File: config.mk
export PLATFORM = sky130hd
export DESIGN_NAME = fb_wb_arbiter
export DESIGN_NICKNAME = d
export VERILOG_FILES = /design/src/rtl/fb_wb_pkg.sv /design/src/rtl/fb_scoreboard.sv /design/src/rtl/fb_wb_arbiter.sv
export SDC_FILE = /design/constraint.sdc
export NUM_CORES = 1
export LEC_CHECK = 0
export BUFFER_PORTS_ARGS = -buffer_cell sky130_fd_sc_hd__buf_2
export CAP_MARGIN = 10
export CORE_MARGIN = 2
export CORE_UTILIZATION = 55
export CTS_BUF_LIST = sky130_fd_sc_hd__clkbuf_2
export CTS_CLUSTER_DIAMETER = 150
export CTS_CLUSTER_SIZE = 40
export DETAILED_ROUTE_END_ITERATION = 6
export GPL_TIMING_DRIVEN = 0
export PLACE_DENSITY = 0.83
export RECOVER_POWER = 25
export SLEW_MARGIN = 20
export SYNTH_ARGS = -nofsm -noshare
export SYNTH_HDL_FRONTEND = slang
export SYNTH_HIERARCHICAL = 1
export SYNTH_SLANG_ARGS = --single-unit
File: constraint.sdc
create_clock -name clk -period 8.22 [get_ports clk]
set_input_delay 1.644 -clock clk [delete_from_list [all_inputs] [get_ports clk]]
set_output_delay 1.644 -clock clk [all_outputs]
set_load 0.03 [all_outputs]
File: src/rtl/fb_wb_pkg.sv
// Shared widths, FSM encoding and payload types for the writeback arbiter.
package fb_wb_pkg;

    localparam int unsigned XLEN             = 32;
    localparam int unsigned REG_AW           = 5;
    localparam int unsigned NREGS            = 32;
    localparam int unsigned CNT_W            = 4;
    localparam int unsigned MAX_WAIT_DEFAULT = 4;

    typedef enum logic [1:0] {
        ST_IDLE = 2'd0,
        ST_WAIT = 2'd1,
        ST_HOLD = 2'd2
    } arb_state_e;

    typedef enum logic [1:0] {
        GNT_NONE = 2'd0,
        GNT_EX   = 2'd1,
        GNT_BUF  = 2'd2
    } grant_e;

    typedef struct packed {
        logic [REG_AW-1:0] rd;
        logic [XLEN-1:0]   data;
    } wb_payload_t;

endpackage

File: src/rtl/fb_scoreboard.sv
// Pending-destination scoreboard: tracks outstanding long-latency writes
// and raises the decode stall on RAW/WAW hazards or a pipeline freeze.
module fb_scoreboard
    import fb_wb_pkg::*;
(
    input  logic              clk,
    input  logic              reset,
    input  logic              issue_valid,
    input  logic [REG_AW-1:0] issue_rd,
    input  logic [REG_AW-1:0] rs1,
    input  logic [REG_AW-1:0] rs2,
    input  logic              clr_valid,
    input  logic [REG_AW-1:0] clr_rd,
    input  logic              hold,
    output logic              dec_stall
);

    // Bit 0 is never set, so x0 can never look pending.
    logic [NREGS-1:0] pending_q, pending_d;
    logic [NREGS-1:0] set_mask, clr_mask;
    logic             rs1_busy, rs2_busy, waw;

    // Hazard detection; a source whose result drains this cycle is not a hazard,
    // but a WAW against a draining destination still stalls.
    always_comb begin
        rs1_busy  = (rs1 != '0) && pending_q[rs1] && !(clr_valid && (clr_rd == rs1));
        rs2_busy  = (rs2 != '0) && pending_q[rs2] && !(clr_valid && (clr_rd == rs2));
        waw       = issue_valid && pending_q[issue_rd];
        dec_stall = hold || rs1_busy || rs2_busy || waw;
    end

    // Next pending vector; set is applied after clear so it wins on a collision.
    always_comb begin
        set_mask  = '0;
        clr_mask  = '0;
        if (issue_valid && !dec_stall && (issue_rd != '0)) begin
            set_mask = NREGS'(1) << issue_rd;
        end
        if (clr_valid && (clr_rd != '0)) begin
            clr_mask = NREGS'(1) << clr_rd;
        end
        pending_d = (pending_q & ~clr_mask) | set_mask;
    end

    // Pending register.
    always_ff @(posedge clk or negedge reset) begin
        if (!reset) begin
            pending_q <= '0;
        end else begin
            pending_q <= pending_d;
        end
    end

endmodule

File: src/rtl/fb_wb_arbiter.sv
// Register-file write-port arbiter between the single-cycle pipeline and a
// buffered long-latency result, with a starvation guard that freezes EX.
module fb_wb_arbiter
    import fb_wb_pkg::*;
#(
    parameter int unsigned MAX_WAIT = MAX_WAIT_DEFAULT
) (
    input  logic              clk,
    input  logic              reset,
    input  logic              ex_valid,
    input  logic [REG_AW-1:0] ex_rd,
    input  logic [XLEN-1:0]   ex_data,
    input  logic              lsu_valid,
    output logic              lsu_ready,
    input  logic [REG_AW-1:0] lsu_rd,
    input  logic [XLEN-1:0]   lsu_data,
    input  logic              issue_valid,
    input  logic [REG_AW-1:0] issue_rd,
    input  logic [REG_AW-1:0] rs1,
    input  logic [REG_AW-1:0] rs2,
    output logic              dec_stall,
    output logic              ex_hold,
    output logic              rf_we,
    output logic [REG_AW-1:0] rf_waddr,
    output logic [XLEN-1:0]   rf_wdata
);

    arb_state_e       state_q, state_d;
    logic [CNT_W-1:0] cnt_q, cnt_d;
    logic             buf_valid_q, buf_valid_d;
    wb_payload_t      buf_q, buf_d;
    grant_e           grant;
    wb_payload_t      gnt_pl;
    logic             drain, accept, blocked;

    assign ex_hold   = (state_q == ST_HOLD);
    assign drain     = (grant == GNT_BUF);
    assign lsu_ready = !buf_valid_q || drain;
    assign accept    = lsu_valid && lsu_ready;
    assign blocked   = buf_valid_q && ex_valid && (state_q != ST_HOLD);

    // Write-port grant and payload mux; x0 writes are suppressed but the mux still follows.
    always_comb begin
        grant  = GNT_NONE;
        gnt_pl = '0;
        if (state_q == ST_HOLD) begin
            grant = GNT_BUF;
        end else if (ex_valid) begin
            grant = GNT_EX;
        end else if (buf_valid_q) begin
            grant = GNT_BUF;
        end
        case (grant)
            GNT_EX:  gnt_pl = '{rd: ex_rd, data: ex_data};
            GNT_BUF: gnt_pl = buf_q;
            default: gnt_pl = '0;
        endcase
        rf_we    = (grant != GNT_NONE) && (gnt_pl.rd != '0);
        rf_waddr = gnt_pl.rd;
        rf_wdata = gnt_pl.data;
    end

    // One-entry result buffer; a load in the drain cycle keeps results back-to-back.
    always_comb begin
        buf_valid_d = buf_valid_q;
        buf_d       = buf_q;
        if (accept) begin
            buf_valid_d = 1'b1;
            buf_d       = '{rd: lsu_rd, data: lsu_data};
        end else if (drain) begin
            buf_valid_d = 1'b0;
        end
    end

    // Starvation FSM next state: count blocked cycles, then force one HOLD cycle.
    always_comb begin
        state_d = state_q;
        cnt_d   = cnt_q;
        case (state_q)
            ST_IDLE: begin
                if (blocked) begin
                    state_d = ST_WAIT;
                    cnt_d   = CNT_W'(1);
                end
            end
            ST_WAIT: begin
                if (!blocked) begin
                    state_d = ST_IDLE;
                    cnt_d   = '0;
                end else if (cnt_q == CNT_W'(MAX_WAIT - 1)) begin
                    state_d = ST_HOLD;
                end else begin
                    cnt_d = cnt_q + CNT_W'(1);
                end
            end
            ST_HOLD: begin
                state_d = ST_IDLE;
                cnt_d   = '0;
            end
            default: begin
                state_d = ST_IDLE;
                cnt_d   = '0;
            end
        endcase
    end

    // State, counter and buffer registers.
    always_ff @(posedge clk or negedge reset) begin
        if (!reset) begin
            state_q     <= ST_IDLE;
            cnt_q       <= '0;
            buf_valid_q <= 1'b0;
            buf_q       <= '0;
        end else begin
            state_q     <= state_d;
            cnt_q       <= cnt_d;
            buf_valid_q <= buf_valid_d;
            buf_q       <= buf_d;
        end
    end

    fb_scoreboard u_scoreboard (
        .clk        (clk),
        .reset      (reset),
        .issue_valid(issue_valid),
        .issue_rd   (issue_rd),
        .rs1        (rs1),
        .rs2        (rs2),
        .clr_valid  (drain),
        .clr_rd     (buf_q.rd),
        .hold       (ex_hold),
        .dec_stall  (dec_stall)
    );

endmodule

==> metrics.cfg, run 1 <==
[timing]
finalClockSkew_ps = 19.9
tightest_slew_ps = 3110
hold_viol_final = 0
setup_viol = 0
relSlewSlack = -1.08
period_minus_slack_ps = 5870
maxSlewViolCount = 60
finalSetupTns_ps = 0
finalWorstSetupSlack_ps = 2350
timing.fmax_mhz = 170
fin_crit_sh = 0.715
grt_setup_unrepaired = false

[clock_tree]
h-tree-depth = 3
cts_buffers = 9
cts_tree = yes
post_cts_buffers = 0
cts.path.max_buffers = 2
ctsResizeCount = 0
hold_buffers = 0
clock_latency_ps = 520
cts_sinks = 76
cts_root_buf = clkbuf_2
clk_pin_slew_ps = 200

[power_and_ir_drop]
p_per_area_mw_per_mm2 = 239
combinationalPowerShare = 0.376
intPower_mw = 0.870
sw_frac_of_total = 0.375
ir_worst_vdd_v = 0.000132
p_leak_nw = 2.71
clkPwrFrac = 0.196
power_switching_mw = 0.522
power_mw = 1.39
seqPwrFrac = 0.428

[setup_path]
critPathMaxFanout = 10
required_ps = 6580
r2r_cells = 10
r2r_end = u_scoreboard/pending_q[15]
reg2reg_from = buf_valid_q
critPathKind = in -> out
endpoint_kind = primary output
reg2reg_slack_ps = 5240
crit_path_start = ex_valid
cp-endpoint = dec_stall
cp.arrival_ps = 4230
crit_path_start_kind = primary input

[logic_synthesis]
synth.yosys.seq_area_share = 0.388
synth_top_flop_cell = dfrtp_1
yosysMostFrequentCell = dfrtp_1
synth-seq-cells = 76
ys_top_cells_by_area = dfrtp_1 39%, mux4_2 9.6%, mux2_4 9.2%, a22oi_1 5.7%, o21ai_0 4.7%
yosys.area.top_type = dfrtp_1
synthTopCellsByCount = 76 x dfrtp_1, 51 x nor2_1, 46 x o21ai_0
synth_async_sr_flop_share = 1.00
syn_inst = 458
syn-num-nets = 556
syn_avg_cell_area_um2 = 10.7
synth_edf_count = 0
synth_top_cell_area_share = 0.388
mappedNetlistArea_mm2 = 0.00491
yosysWarnings = 6
ys_types = 53

[floorplan]
dieArea_mm2 = 0.00969
row_count = 34
io_pins = 135
die_y_um = 98.4
die_x_um = 98.4
start_util = 0.565
core_mm2 = 0.00868

[global_route]
grt_first_pass_wirelength_um = 23000
grt_pass1_vias = 4609
grt_max_degree = 60
grt_overflow = 0
grt_antenna_before_repair = 0
grt_util_all_layers = 0.300

[layout]
nFillCells = 683
drive_gt1_frac = 0.382
stdcell_count = 708
nNetsFinal = 693
n_antenna_cell = 0
area_delta_synth_final_pct = 19.0

[detailed_routing]
drt_pass1_iterations = 5
via_count = 4518
viasPerCell = 6.38
initialDrtViolationCount = 381
drc = 0
finalWirelength_um = 14200
wire_per_inst_um = 20.1
ant_nets = 0

[place]
portBuffers = 125
place_congestion = 0.951
place_ws_ps = 2450
dp_cells = 692
dp_hpwl_um = 10900

[run_status]
violations = capacitance limit, slew limit
status = finished, violations left

[run]
cap_violations = 1

[min_path]
holdCritPathClass = reg -> reg

critical path, cell delays in order:
cell and delay (ps):
buf_2 130, o21ai_0 300, ha_1 410, inv_1 100
nor2_1 250, a21oi_1 120, a32oi_1 260, nand4_2 210
buf_2 240, a311o_1 360, buf_2 190
power groups by stage:
stage	Sequential (mW)	Clock, mW	Combinational, mW
floorplan	0.549	0	0.395
global placement	0.586	0	0.497
detailed placement	0.596	0	0.519
CTS	0.589	0.279	0.519
global route	0.609	0.297	0.562
finish	0.596	0.273	0.524
per-stage QoR:
stage	hold WS, ps	area (um2)	utilization
2_1_floorplan	425	4910	-
3_3_place_gp	469	5670	0.653
3_5_place_dp	465	5700	0.656
4_1_cts	508	5870	0.676
5_1_grt	527	5840	0.673
6_report	497	5840	0.673
worst min-delay path by stage:
stage / start / end / slack, ps / cells after the start
2_1_floorplan: u_scoreboard/pending_q[0] / u_scoreboard/pending_q[0] / 420 / 1
5_1_grt: u_scoreboard/pending_q[0] / u_scoreboard/pending_q[0] / 530 / 1
3_3_place_gp: u_scoreboard/pending_q[0] / u_scoreboard/pending_q[0] / 470 / 1
4_1_cts: u_scoreboard/pending_q[0] / u_scoreboard/pending_q[0] / 510 / 1
6_report: u_scoreboard/pending_q[0] / u_scoreboard/pending_q[0] / 500 / 1
3_5_place_dp: u_scoreboard/pending_q[0] / u_scoreboard/pending_q[0] / 470 / 1
state kept, by name, indices dropped and copies added (netlist names):
register and cells:
state_q 2, buf_q 37, cnt_q 4, u_scoreboard/pending_q 32
buf_valid_q 1
logic make-up after synthesis:
family	Yosys count	share of synthesized area
AO/OA/AOI/OAI	120	0.171
multiplexers	66	0.221
AND/OR/NAND/NOR	134	0.145
flip-flops	76	0.388
XOR/XNOR	10	0.0179
buffers and inverters	48	0.0469
adder cells (fa/ha/maj)	4	0.0102
layer usage:
metal  part of all wire  track usage  vias up
met5                  0            0        -
met4              0.032        0.122        0
met3               0.10       0.0589       38
met2               0.50        0.505      294
met1               0.37        0.383     2183
li1                   -            -     2003
area by class of cell:
class	count	area [um2]	area share
timing repair buffer	126	628	0.108
multi-input combinational	334	2770	0.475
buffer	37	189	0.0324
clock inverter	7	124	0.0212
clock buffer	9	45.0	0.00772
tap	108	135	0.0231
inverter	11	41.3	0.00707
sequential	76	1900	0.326
layout by cell type, fill, tap and decap left out, types with 14 or more instances in the layout:
master,instances
a22oi_1,37
buf_2,137
clkbuf_1,19
dfrtp_1,76
mux2_4,30
mux4_2,21
nand2_1,20
nand3_1,14
nor2_1,51
o21ai_0,46
Power figures use the tool's default switching activity.
==> inputs of run 2 (changes only) <==
--- a/config.mk
+++ b/config.mk
@@ -5,6 +5,7 @@
 export SDC_FILE = /design/constraint.sdc
 export NUM_CORES = 1
 export LEC_CHECK = 0
+export ABC_AREA = 1
 export BUFFER_PORTS_ARGS = -buffer_cell sky130_fd_sc_hd__buf_2
 export CAP_MARGIN = 10
 export CORE_MARGIN = 2
@@ -14,7 +15,7 @@
 export CTS_CLUSTER_SIZE = 40
 export DETAILED_ROUTE_END_ITERATION = 6
 export GPL_TIMING_DRIVEN = 0
-export PLACE_DENSITY = 0.83
+export PLACE_DENSITY = 0.81
 export RECOVER_POWER = 25
 export SLEW_MARGIN = 20
 export SYNTH_ARGS = -nofsm -noshare
==> constraint.sdc (replaced) <==
create_clock -name clk -period 5.8 [get_ports clk]
set_input_delay 1.16 -clock clk [delete_from_list [all_inputs] [get_ports clk]]
set_output_delay 1.16 -clock clk [all_outputs]
set_load 0.03 [all_outputs]
==> metrics.cfg, run 2 <==
[run_status]
status = finished, violations left
violations = capacitance limit, slew limit

[detailed_routing]
drc = 0  ; unchanged
finalWirelength_um = 17700  ; +25%
viasPerCell = 5.49  ; -14%
ant_nets = 0  ; unchanged
drt_pass1_iterations = 5  ; unchanged
initialDrtViolationCount = 675  ; +77%
wire_per_inst_um = 15.5  ; -23%
via_count = 6296  ; +39%

[logic_synthesis]
synth-compound-area-share = 0.0924  ; -0.0784
syn_avg_cell_area_um2 = 6.69  ; -38%
synth.yosys.seq_area_share = 0.329  ; -0.0586
ys_top_cells_by_area = dfrtp_1 33%, nand2_1 20%, nand3_1 9.9%, nand3_2 5.5%, nor2_1 4.6%
synth_top_family_by_area = simple AND/OR/NAND/NOR gates
synthTopCellsByCount = 307 x nand2_1, 114 x nand3_1, 76 x dfrtp_1
syn_inst = 864  ; +89%
synth_mux_area_frac = 0  ; -0.221
synth_async_sr_flop_share = 1.00  ; unchanged
synthAdderAreaFrac = 0.00866  ; -0.00154
synth-seq-cells = 76  ; unchanged
yosysWarnings = 6  ; unchanged
syn-num-nets = 962  ; +73%
mappedNetlistArea_mm2 = 0.00578  ; +18%
synth_xor_area_frac = 0.00455  ; -0.0133
synth_edf_count = 0  ; unchanged
yosysMostFrequentCell = nand2_1
synthSimpleGateAreaFrac = 0.446  ; +0.301
synth_top_cell_area_share = 0.329  ; -0.0586
yosys.area.top_type = dfrtp_1
ys_types = 39  ; -26%
synth_top_flop_cell = dfrtp_1

[power_and_ir_drop]
p_leak_nw = 3.61  ; +33%
ir_worst_vdd_v = 0.000232  ; +76%
power_mw = 2.67  ; +92%
p_per_area_mw_per_mm2 = 394  ; +65%

[timing]
grt_setup_unrepaired = false
setup_viol = 0  ; unchanged
finalClockSkew_ps = 30.0  ; +10.1 ps
tightest_slew_ps = 2210  ; -908 ps
finalSetupTns_ps = 0  ; unchanged
timing.fmax_mhz = 238
relSlewSlack = -0.470  ; +0.605
maxSlewViolCount = 79  ; +32%
hold_viol_final = 0  ; unchanged
fin_crit_sh = 0.725
period_minus_slack_ps = 4210

[floorplan]
die_y_um = 107  ; +8.2%
start_util = 0.562  ; -0.00298
dieArea_mm2 = 0.0113  ; +17%
core_mm2 = 0.0103  ; +18%
row_count = 37  ; +8.8%
die_x_um = 107  ; +8.2%
io_pins = 135  ; unchanged

[layout]
n_antenna_cell = 0  ; unchanged
top_regs = buf_q x37, u_scoreboard/pending_q x32, cnt_q x4
drive_gt1_frac = 0.230  ; -0.152
area_delta_synth_final_pct = 17.2
top_register = buf_q
largest_register_ffs = 37  ; unchanged
layout_common_cells = 307 x nand2_1, 134 x buf_2, 114 x nand3_1
nNetsFinal = 1103  ; +59%
layout_commonest_cell = nand2_1

[clock_tree]
cts_buffers = 9  ; unchanged
clk_pin_slew_ps = 200  ; about the same
cts_sinks = 76  ; unchanged
cts_root_buf = clkbuf_2
cts.path.max_buffers = 2  ; unchanged
ctsResizeCount = 0  ; unchanged
hold_buffers = 0  ; unchanged
post_cts_buffers = 0  ; unchanged
cts_tree = yes
h-tree-depth = 3  ; unchanged
clock_latency_ps = 550  ; +30 ps

[global_route]
grt_overflow = 0  ; unchanged
grt_antenna_before_repair = 0  ; unchanged
grt_max_degree = 42  ; -30%
grt_pass1_vias = 5800  ; +26%
grt_util_all_layers = 0.320  ; +0.0195
grt_first_pass_wirelength_um = 28600  ; +24%

[setup_path]
critPathMaxFanout = 10  ; unchanged
critPathKind = in -> out
cp.arrival_ps = 3050  ; -1180 ps
required_ps = 4640  ; -1940 ps
crit_path_start_kind = primary input
endpoint_kind = primary output

[place]
dp_hpwl_um = 13400  ; +23%
portBuffers = 129  ; +3.2%
place_congestion = 0.991  ; +4.2%

[min_path]
holdCritPathClass = reg -> reg

[run]
cap_violations = 2  ; +1

run 2: cell types whose count changed after synthesis, sizes merged, moves of 11 or more:
cell	previous run	this run
nand2	21	323
mux2	40	0
a21oi	2	39
nor2	51	78
mux4	21	0
o21ai	47	13
nand3	14	146
buf	20	38
a22oi	37	0
nand3b	11	0
inv	11	74
run 2: final cells by class:
class	instances	area, um2
Multi-Input combinational cell	654	3190
Clock inverter	5	124
Timing Repair Buffer	130	647
Clock buffer	11	55.1
Fill cell	972	3500
Tap cell	136	170
Buffer	56	389
Sequential cell	76	1900
Inverter	78	300
run 2: critical path: stages:
cell and delay [ps]:
clkbuf_1 120, o21ai_0 250, ha_1 370, buf_2 280, buf_1 390, nand2_1 110, a21oi_1 150, buf_2 220
run 2: final timing paths:
check                                           from  cells past startpoint                         end  slack, ps
min in group asynchronous                      reset                      1  u_scoreboard/pending_q[13]       1140
max reg2reg                               state_q[0]                      8  u_scoreboard/pending_q[10]       3510
max in group asynchronous                      reset                      2                    buf_q[8]       1770
max                                         ex_valid                      8                rf_wdata[11]       1590
min reg2reg                u_scoreboard/pending_q[0]                      1   u_scoreboard/pending_q[0]        490
min                        u_scoreboard/pending_q[0]                      1   u_scoreboard/pending_q[0]        490
run 2: routing by layer:
| metal | routed length, um | up-vias | global-route usage |
|---|---|---|---|
| met5 | 0 | - | 0 |
| met4 | 439 | 0 | 0.108 |
| met3 | 1530 | 40 | 0.0632 |
| met2 | 8190 | 309 | 0.507 |
| met1 | 7560 | 2867 | 0.439 |
| li1 | - | 3080 | - |
run 2: power breakdown:
part / leakage (nW) / total, mW / switching, mW / internal [mW]
Clock: 0.104 / 0.419 / 0.188 / 0.231
Combinational: 2.54 / 1.32 / 0.891 / 0.432
Sequential: 0.962 / 0.926 / 0.177 / 0.749
run 2: cells by family (layout without fill, tap and decap cells):
kind of cell               count (synthesis)  count (layout)
xor gates and xnor gates                   3               3
DFF                                       76              76
and+or+nand+nor                          560             560
AOI/OAI and AO/OA                         87              87
adders and majority gates                  4               4
buffers and inverters                    134             280
run 2: through the flow:
step	std cells	area [um2]	util	setup WS, ps	hold slack, ps
after detailed placement	1130	6620	0.644	1620	456
after global routing	1146	6780	0.659	1140	522
after CTS	1146	6800	0.661	1610	498
final	1146	6780	0.659	1590	491
after global placement	1129	6600	0.642	1620	442
after floorplan	864	5780	-	1980	429
==> inputs of run 3 (changes only) <==
--- a/config.mk
+++ b/config.mk
@@ -5,7 +5,7 @@
 export SDC_FILE = /design/constraint.sdc
 export NUM_CORES = 1
 export LEC_CHECK = 0
-export ABC_AREA = 1
+export ABC_AREA = 0
 export BUFFER_PORTS_ARGS = -buffer_cell sky130_fd_sc_hd__buf_2
 export CAP_MARGIN = 10
 export CORE_MARGIN = 2
@@ -15,7 +15,7 @@
 export CTS_CLUSTER_SIZE = 40
 export DETAILED_ROUTE_END_ITERATION = 6
 export GPL_TIMING_DRIVEN = 0
-export PLACE_DENSITY = 0.81
+export PLACE_DENSITY = 0.83
 export RECOVER_POWER = 25
 export SLEW_MARGIN = 20
 export SYNTH_ARGS = -nofsm -noshare
==> constraint.sdc (replaced) <==
create_clock -name clk -period 4 [get_ports clk]
set_input_delay 0.8 -clock clk [delete_from_list [all_inputs] [get_ports clk]]
set_output_delay 0.8 -clock clk [all_outputs]
set_load 0.03 [all_outputs]
==> metrics.cfg, run 3 (synthesis results as in run 1) <==
[run_status]
status = completed

[detailed_routing]
drt_pass1_iterations = 6  ; +1
wire_per_inst_um = 20.2  ; +31%
via_count = 4544  ; -28%
ant_nets = 0  ; unchanged
drc = 0  ; unchanged
initialDrtViolationCount = 350  ; -48%
finalWirelength_um = 14300  ; -19%
viasPerCell = 6.41  ; +17%

[power_and_ir_drop]
sw_frac_of_total = 0.375  ; -0.0959
power_mw = 2.87  ; +7.7%
combinationalPowerShare = 0.372  ; -0.124
seqPwrFrac = 0.432  ; +0.085
ir_worst_vdd_v = 0.000271  ; +17%
clkPwrFrac = 0.195  ; +0.038
p_leak_nw = 2.73  ; -24%
p_per_area_mw_per_mm2 = 489  ; +24%
power_switching_mw = 1.08  ; -14%
intPower_mw = 1.80  ; +27%

[setup_path]
reg2reg_from = u_scoreboard/pending_q[2]
crit_path_start = rs1[2]
reg2reg_slack_ps = 1370  ; -2140 ps
critPathMaxFanout = 10  ; unchanged
critPathKind = in -> out
r2r_cells = 8  ; unchanged
required_ps = 3200  ; -1440 ps
endpoint_kind = primary output
cp.arrival_ps = 3100  ; +50 ps
r2r_end = u_scoreboard/pending_q[30]
cp-endpoint = dec_stall
crit_path_start_kind = primary input

[global_route]
grt_first_pass_wirelength_um = 23100  ; -19%
grt_overflow = 0  ; unchanged
grt_antenna_before_repair = 0  ; unchanged
grt_pass1_vias = 4643  ; -20%
grt_util_all_layers = 0.301  ; -0.0186
grt_max_degree = 60  ; +43%

[layout]
stdcell_count = 709  ; -38%
largest_register_ffs = 37  ; unchanged
n_antenna_cell = 0  ; unchanged
layout_common_cells = 136 x buf_2, 75 x dfrtp_1, 50 x nor2_1
layout_commonest_cell = buf_2
drive_gt1_frac = 0.399  ; +0.170
area_delta_synth_final_pct = 19.7
nNetsFinal = 694  ; -37%
top_regs = buf_q x37, u_scoreboard/pending_q x32, cnt_q x4
nFillCells = 685  ; -30%
top_register = buf_q

[timing]
relSlewSlack = 0.0412  ; +0.511
hold_viol_final = 0  ; unchanged
finalWorstSetupSlack_ps = 96.9  ; -1500 ps
period_minus_slack_ps = 3900
timing.fmax_mhz = 256
tightest_slew_ps = 1440  ; -767 ps
maxSlewViolCount = 0  ; -100%
finalClockSkew_ps = 20.3  ; -9.74 ps
setup_viol = 0  ; unchanged
fin_crit_sh = 0.976

[floorplan]
row_count = 34  ; -8.1%
io_pins = 135  ; unchanged
die_x_um = 98.4  ; -7.6%
dieArea_mm2 = 0.00969  ; -15%
core_mm2 = 0.00868  ; -16%
die_y_um = 98.4  ; -7.6%
start_util = 0.565  ; +0.00298

[clock_tree]
cts_tree = yes
h-tree-depth = 3  ; unchanged
clock_latency_ps = 520  ; -30 ps
cts.path.max_buffers = 2  ; unchanged
cts_buffers = 9  ; unchanged
cts_root_buf = clkbuf_2
hold_buffers = 0  ; unchanged
cts_sinks = 76  ; unchanged
clk_pin_slew_ps = 220  ; +20 ps

[place]
portBuffers = 125  ; -3.1%
dp_cells = 692  ; -39%
place_congestion = 0.951  ; -4.0%
dp_hpwl_um = 10900  ; -19%
place_ws_ps = -86.1  ; -1710 ps

[min_path]
holdCritPathClass = in -> async

[run]
cap_violations = 0  ; -2

==> run 3: changes by cell type in the layout (fill, tap and decap cells not counted), sizes merged, moves of 6 or more <==
cell	delta
nand2	-302
nand3	-132
inv	-62
mux2	+40
a21oi	-37
a22oi	+37
o21ai	+34
nor2	-27
mux4	+21
buf	-19
nand3b	+11
nand2b	+6
xor2	+6
==> run 3: layout make-up <==
class / count / area (um2) / share of cell area
tap: 108 / 135 / 0.0230
sequential: 76 / 1900 / 0.324
inverter: 11 / 41.3 / 0.00703
clock buffer: 9 / 45.0 / 0.00767
clock inverter: 7 / 124 / 0.0211
timing repair buffer: 129 / 652 / 0.111
multi-input combinational: 334 / 2790 / 0.474
buffer: 35 / 186 / 0.0317
==> run 3: metrics by stage <==
| step | TNS [ps] | hold WS [ps] | util | instance area [um2] |
|---|---|---|---|---|
| finish | 0 | 379 | 0.677 | 5870 |
| global route | -4.57 | 415 | 0.677 | 5870 |
| CTS | 0 | 76.2 | 0.676 | 5870 |
| detailed placement | -86.1 | 465 | 0.656 | 5700 |
| global placement | -35.0 | 469 | 0.653 | 5670 |
| floorplan | 0 | 425 | - | 4910 |
==> run 3: power by group through the flow <==
stage	Combinational (mW)	Clock [mW]	Sequential (mW)
after floorplan	0.811	0	1.13
after detailed placement	1.07	0	1.22
after global routing	1.15	0.610	1.27
final	1.07	0.561	1.24
after global placement	1.02	0	1.20
after CTS	1.05	0.574	1.23
==> run 3: metal layers <==
metal | wire [um] | GRT usage
met1 | 5330 | 0.381
met2 | 7110 | 0.504
met3 | 1410 | 0.0660
met4 | 464 | 0.125
met5 | 0 | 0
==> run 3: critical path: stages <==
cell	delay, ps
buf_2	130
mux2_2	350
a2111oi_1	630
nor4_1	130
nand4_1	150
nand4_2	140
clkbuf_4	220
a311o_1	360
buf_2	190
==> run 3: worst min-delay path by stage <==
stage	start	end	cells after the start
6_report	reset	buf_q[29]	1
5_1_grt	reset	buf_q[2]	1
4_1_cts	reset	buf_q[29]	1
3_5_place_dp	u_scoreboard/pending_q[0]	u_scoreboard/pending_q[0]	1
3_3_place_gp	u_scoreboard/pending_q[0]	u_scoreboard/pending_q[0]	1
2_1_floorplan	u_scoreboard/pending_q[0]	u_scoreboard/pending_q[0]	1
==> run 3: what timing repair did <==
| action | CTS | global route |
|---|---|---|
| endpoints found under the setup margin | 1 | 1 |
| pin swaps | 1 | 2 |
| gates resized for setup | 3 | 9 |
| buffers inserted | 1 | 2 |
